File: src/rtl/reg_rotator_pkg.sv
// Shared encodings for the register-exchange engine: step types and FSM states.
package reg_rotator_pkg;

    // Step type applied to every channel on each RUN edge.
    typedef enum logic [1:0] {
        MODE_HOLD = 2'b00,
        MODE_ROTL = 2'b01,
        MODE_ROTR = 2'b10,
        MODE_SWAP = 2'b11
    } mode_t;

    // Controller states.
    typedef enum logic [1:0] {
        ST_IDLE = 2'b00,
        ST_RUN  = 2'b01,
        ST_DONE = 2'b10
    } state_t;

endpackage

File: src/rtl/reg_rotator_rot_step.sv
// Combinational next-value network: applies one rotate/swap/hold step to the
// whole channel vector. Every output channel is computed from the input vector
// only, so the caller gets a fully simultaneous update when it registers it.
module rot_step
    import reg_rotator_pkg::*;
#(
    parameter int WIDTH    = 8,
    parameter int CHANNELS = 4
) (
    input  logic [CHANNELS*WIDTH-1:0] ch_in,
    input  logic [1:0]                mode,
    output logic [CHANNELS*WIDTH-1:0] ch_out
);

    // Build the stepped vector; channels not touched by a mode keep their value.
    always_comb begin
        // NOTE: default assignment first so every path drives ch_out; no latch.
        ch_out = ch_in;
        case (mode_t'(mode))
            MODE_ROTL: begin
                for (int i = 0; i < CHANNELS; i++)
                    ch_out[((i + 1) % CHANNELS)*WIDTH +: WIDTH] = ch_in[i*WIDTH +: WIDTH];
            end
            MODE_ROTR: begin
                for (int i = 0; i < CHANNELS; i++)
                    ch_out[i*WIDTH +: WIDTH] = ch_in[((i + 1) % CHANNELS)*WIDTH +: WIDTH];
            end
            MODE_SWAP: begin
                // With odd CHANNELS the last channel has no partner and holds.
                for (int k = 0; k < CHANNELS / 2; k++) begin
                    ch_out[(2*k)*WIDTH     +: WIDTH] = ch_in[(2*k + 1)*WIDTH +: WIDTH];
                    ch_out[(2*k + 1)*WIDTH +: WIDTH] = ch_in[(2*k)*WIDTH     +: WIDTH];
                end
            end
            default: ; // MODE_HOLD: keep the default copy
        endcase
    end

endmodule

File: src/rtl/reg_rotator.sv
// Register-exchange engine: CHANNELS registers of WIDTH bits that run a
// programmed number of simultaneous rotate/swap steps on command.
module reg_rotator
    import reg_rotator_pkg::*;
#(
    parameter int WIDTH    = 8,
    parameter int CHANNELS = 4,
    parameter int CNT_W    = 8
) (
    input  logic                      clk,
    input  logic                      rst,
    input  logic                      load,
    input  logic [CHANNELS*WIDTH-1:0] din,
    input  logic [1:0]                mode,
    input  logic                      start,
    input  logic [CNT_W-1:0]          steps,
    output logic                      busy,
    output logic                      done,
    output logic [CHANNELS*WIDTH-1:0] dout,
    output logic [CNT_W-1:0]          step_count
);

    state_t                    state;
    state_t                    state_nxt;
    logic [1:0]                mode_q;
    logic [CNT_W-1:0]          rem;
    logic [CHANNELS*WIDTH-1:0] stepped;

    rot_step #(
        .WIDTH    (WIDTH),
        .CHANNELS (CHANNELS)
    ) u_rot_step (
        .ch_in  (dout),
        .mode   (mode_q),
        .ch_out (stepped)
    );

    // State register.
    always_ff @(posedge clk or posedge rst) begin
        // NOTE: sequential state uses non-blocking assignment so every flop
        // samples pre-edge values regardless of process ordering.
        if (rst) state <= ST_IDLE;
        else     state <= state_nxt;
    end

    // Next-state logic: load wins over start in IDLE; RUN ends on the last step.
    always_comb begin
        state_nxt = state;
        case (state)
            ST_IDLE: begin
                if (!load && start)
                    state_nxt = (steps != '0) ? ST_RUN : ST_DONE;
            end
            ST_RUN: begin
                if (rem == CNT_W'(1))
                    state_nxt = ST_DONE;
            end
            ST_DONE: state_nxt = ST_IDLE;
            default: state_nxt = ST_IDLE;
        endcase
    end

    // Outputs decoded from the state register only, so no input reaches them combinationally.
    always_comb begin
        busy = (state == ST_RUN);
        done = (state == ST_DONE);
    end

    // Channel registers, latched command and step counters.
    always_ff @(posedge clk or posedge rst) begin
        if (rst) begin
            // NOTE: the channels are plain flops, not a RAM, so they are cleared
            // by reset along with the control state.
            dout       <= '0;
            mode_q     <= MODE_HOLD;
            rem        <= '0;
            step_count <= '0;
        end else begin
            case (state)
                ST_IDLE: begin
                    if (load) begin
                        dout <= din;
                    end else if (start) begin
                        mode_q <= mode;
                        rem    <= steps;
                    end
                end
                ST_RUN: begin
                    dout       <= stepped;
                    rem        <= rem - CNT_W'(1);
                    step_count <= step_count + CNT_W'(1);
                end
                default: ;
            endcase
        end
    end

endmodule

File: config.mk
export PLATFORM = sky130hd
export DESIGN_NAME = reg_rotator
export DESIGN_NICKNAME = d
export VERILOG_FILES = /design/src/rtl/reg_rotator_pkg.sv /design/src/rtl/reg_rotator_rot_step.sv /design/src/rtl/reg_rotator.sv
export SDC_FILE = /design/constraint.sdc
export NUM_CORES = 1
export LEC_CHECK = 0
export ABC_AREA = 1
export BUFFER_PORTS_ARGS = -buffer_cell sky130_fd_sc_hd__buf_2
export CAP_MARGIN = 10
export CORE_ASPECT_RATIO = 1.1
export CORE_MARGIN = 4
export CORE_UTILIZATION = 40
export CTS_BUF_LIST = sky130_fd_sc_hd__clkbuf_16
export DETAILED_ROUTE_END_ITERATION = 10
export PLACE_DENSITY = 0.75
export SLEW_MARGIN = 20
export SYNTH_ARGS = -nofsm -noshare
export SYNTH_HDL_FRONTEND = slang
export SYNTH_SLANG_ARGS = --single-unit
File: constraint.sdc
create_clock -name clk -period 2 [get_ports clk]
set_clock_uncertainty 0.2 [all_clocks]
set_input_delay 0.6 -clock clk [delete_from_list [all_inputs] [get_ports clk]]
set_output_delay 0.6 -clock clk [all_outputs]
set_load 0.01 [all_outputs]
; ---- Word-level counts from Yosys, hierarchy flattened
; Index checks and enable logic that the tools add are counted.
[classes]
addsub = 2
n_eq_ne = 12
mux = 10
n_bitwise = 1
reduce_logical = 9
[op_table]
columns = op, n
row1 = 32-bit case mux with 3 select lines, 1
row2 = 32-bit case mux with 2 select lines, 1
row3 = 32-bit two-way mux, 1
row4 = 8-bit two-way mux, 2
row5 = 8-bit case mux with 2 select lines, 1
row6 = 3-bit AND reduction, 3
row7 = 8-bit by 1-bit adder with 8-bit output (second input constant), 1
row8 = 8-bit by 1-bit equality test with 1-bit output (second input constant), 1
row9 = 2-bit != test (second input constant), 4
row10 = 8-bit nonzero test, 1
row11 = 8-bit by 1-bit subtractor with 8-bit output (second input constant), 1
row12 = 2-bit equality test (second input constant), 3
row13 = 2-bit two-way mux, 3
row14 = 2-bit by 1-bit equality test with 1-bit output (second input constant), 2
row15 = 4-bit by 1-bit != test with 1-bit output (second input constant), 1
row16 = 2-bit case mux with 2 select lines, 1
row17 = 2-bit zero test, 1
row18 = 2-bit by 1-bit != test with 1-bit output (second input constant), 1
row19 = 2-bit AND reduction, 1
row20 = 2-bit nonzero test, 1
row21 = 1-bit logical AND, 1
row22 = 1-bit zero test, 1
row23 = 1-bit NOT, 1
[totals]
ff_bits = 52
inputBits = 46
output_inout_bits = 42
word_cells = 39

; ---- Logic depth before layout (Yosys ltp)
[depth]
depth_word = 4
depth_mapped = 9
mapped_depth_nobuf = 8

; ---- By module
; A second synthesis with hierarchy kept.
[hier_totals]
cells_unflattened = 471
hier_area_um2 = 3334.4
[modules_own_cells]
columns = mod, instances, cells_each, area_each_um2, seq_area_each_um2
row1 = reg_rotator, 1, 327, 2637.5, 1301.2
row2 = rot_step, 1, 144, 696.9, 0.0

; ---- Worst setup path after synthesis
; Ideal clock, no wire load.
[synth_path]
kind = reg2out
start = register state[0]
end = output port busy
arrival_ps = 914
slack_ps = 286
stages_incl_launch_ff = 5
path_buffers = 2
cell_sequence = dfrtp_1 > inv_2 > nor2_4 > buf_12 > buf_6
[synth_between]
elab_chain_len = 1
[synth_lines]
columns = item, line
row1 = from (decl), reg_rotator.sv:23  ; state_t state;
row2 = from (signal assigned), reg_rotator.sv:43  ; else state <= state_nxt;
row3 = 2-bit by 1-bit equality test with 1-bit output, reg_rotator.sv:65  ; busy = (state == ST_RUN);
row4 = to (decl), reg_rotator.sv:17  ; output logic busy,
; Every way passes these cells.

; ---- Worst setup path in the final report
; Same ends and word-level chain as after synthesis.

==> qor.txt <==
syn_nets - 499
Worst VDD drop - 0.0008189 V
combinational power share - 0.572
unrepaired setup endpoints after global routing - no
global-route usage over all layers - 0.1785
HPWL after detailed placement - 6056 um
CTS clk-pin slew, worst paths - 0.07 ns
mapped cell area - 3191 um2
Max Clk Rate - 0.5190 GHz
most frequent cell after synthesis - nand2_1
worst slew pin tran - 0.4557 ns
Design Area, Final - 3879 um2
Total Power - 7.158 mW
Die Y - 101.7 um
Slew Limit Fails - 0
mean number of vias per cell - 4.868
Post-Layout Cell Count - 642
post-synthesis cell type count - 27
H-tree Lvls - 2
Final Cycle Share - 0.9635
Worst path max stage delay - 0.45 ns
Num CTS Buffers - 5
area of the multi-input gates - 1510 um2
Iteration-0 DRC Markers - 214
switching power - 3.469 mW
critical path data arrival time - 1.13 ns
Inst Count DP - 633
Register Area - 1301 um2
EDFF count, synth - 0
global-route wire length before repair - 13,810 um
Placeable Area - 7597 um2
CTS tree - yes
dominant cell type by area after synthesis - dfrtp_1
number of synthesized register bits - 52
# diodes - 0
largest net degree at the start of global routing - 53
CP max FO - 7
cells after synthesis - 450
layout cells sized above 1 - 0.2328
PortBufs - 87
Hold Slack - 0.1722 ns
Residual DRC - 0
final hold viol count - 0
post-DR wirelength/cell - 12.83 um
dpl ws - 0.1117 ns
worst-path cell chain - inv_2 -> nor2_4 -> buf_2
sequential-to-total area share from yosys stat - 0.4078
Die W - 93.16 um
Startpoint Class - flop
final setup violation count - 0
clk sinks - 52
utilization after layout - 0.5105
clock root cell - clkbuf_16
Filler cells - 815
power per cell area - 1845 nW/um2
Yosys top cell area share - 0.4078
CP Data Required Time - 1.20 ns
row cnt - 33
Rel. slew slack - 0.6950
die area - 9471 um2
Synth Flop Type - dfrtp_1
Final WS setup - 0.07309 ns
Sw Ratio - 0.4846
Cell Area, Placed - 3701 um2
Post-Route WL - 8238 um
type of the worst setup path - flop to primary output
CP Capture Type - primary output
Initial Utilization - 0.4200
power share of the clock group - 0.136
Placer Congestion - 0.8227
Pint - 3.689 mW
min Tclk post-route - 1.927 ns
Avg Synthesized Cell Area - 7.090 um2
clk buf depth - 2
max cap viols - 0
Post-synth top cells - nand2_1, dfrtp_1, inv_1
leakage - 2.106 nW
setup TNS - 0 ns
vias in the first global route - 3,009
critical path's slowest cell - dfrtp_1
delay-heaviest family, CP - flip-flops
sequential power share - 0.292
worst path buffer plus inverter count - 2
layout net count - 585
Clock Latency Late Sink - 0.29 ns
remaining global-route overflow - 0
DR pass1 iterations - 4
ranking of synthesized cells by area - dfrtp_1, nand2_1, inv_1, o21ai_0, nor2_1
Tightest Hold Check Type - primary input to async pin
status - completed
via count - 3,125
Ports - 88
Synth warnings - 0
Detail Route Antenna Nets - 0
Layout area overhead - 21.57%
Post-synth ARST share - 1.000
initial antenna violation count - 0
[worst reg2reg max path, stage by stage, from the launching register on]
cell and delay (ns):
dfrtp_1 0.45, inv_2 0.11, nor2_4 0.13, buf_4 0.18, buf_4 0.25, o21ai_0 0.11, o21ai_0 0.18, nand2_1 0.06
o21ai_0 0.07
[layer usage]
layer	track usage	wire length, um
met1	0.2299	3571
met5	0	0
met3	0.04086	624
met4	0.03495	30
met2	0.3097	4011
[sequential cells by signal (all words and copies together), names as in the netlist]
| register | count |
|---|---|
| dout | 32 |
| mode_q | 2 |
| rem | 8 |
| state | 2 |
| step_count | 8 |
[power by group through the flow]
stage / Combinational (mW) / Sequential [mW] / Clock, mW
finish: 4.09 / 2.09 / 0.975
global route: 4.72 / 2.17 / 1.04
CTS: 4.13 / 2.08 / 0.999
detailed placement: 4.10 / 2.09 / 0
global placement: 3.98 / 2.08 / 0
floorplan: 3.03 / 2.16 / 0
[layout make-up]
| class | count | share of cell area |
|---|---|---|
| sequential | 52 | 0.3355 |
| timing repair buffer | 98 | 0.1432 |
| clock inverter | 3 | 0.01097 |
| inverter | 55 | 0.05484 |
| multi-input combinational | 324 | 0.3894 |
| clock buffer | 5 | 0.03226 |
| tap | 105 | 0.03387 |
[cells by family (layout without fill, tap and decap cells)]
kind of cell,Yosys count,count (layout),synth area share
fa+ha+maj,3,3,0.01177
compound gates,90,90,0.1533
xor+xnor,4,4,0.01098
simple gates,227,227,0.2973
flops,52,52,0.4078
buf+inv,74,161,0.1188
[worst paths after layout]
check / cells past startpoint / slack (ns) / end / startpoint
setup / recovery: 3 / 0.07 / busy / state[0]$_DFFE_PP0P_
hold / removal: 3 / 0.17 / dout[7]$_DFFE_PP0P_ / rst
setup reg to reg: 8 / 0.18 / dout[21]$_DFFE_PP0P_ / state[0]$_DFFE_PP0P_
hold reg to reg: 2 / 0.30 / step_count[7]$_DFFE_PP0P_ / step_count[7]$_DFFE_PP0P_
max in group asynchronous: 3 / 1.18 / dout[12]$_DFFE_PP0P_ / rst
min in group clk: 2 / 0.30 / step_count[7]$_DFFE_PP0P_ / step_count[7]$_DFFE_PP0P_
[placed cells by master (no fill, tap or decap)]
cell type and n:
ha_1 3, o21ai_1 27, nand2_4 2, bufinv_16 1, nor3_4 1, inv_4 1, nand3b_1 2, clkinv_4 1
clkbuf_16 5, clkinvlp_4 1, nand3_1 20, nand3_4 1, a21oi_1 15, inv_1 50, nand4_1 2, buf_2 87
nand2_2 1, dfrtp_1 52, clkinv_1 2, buf_4 8, buf_12 3, xor2_1 4, nor2_1 49, o21ai_2 9
nand2_1 147, inv_2 2, o21ai_0 37, nor2_4 2, o211ai_1 2
[timing repair]
action	in CTS	in global routing
pin swaps	1	0
hold buffers	0	0
buffers inserted	1	0
cloned	0	0
gates resized for setup	0	2
endpoints found under the setup margin	1	32
Note: power is estimated with default switching activity, not from simulation.
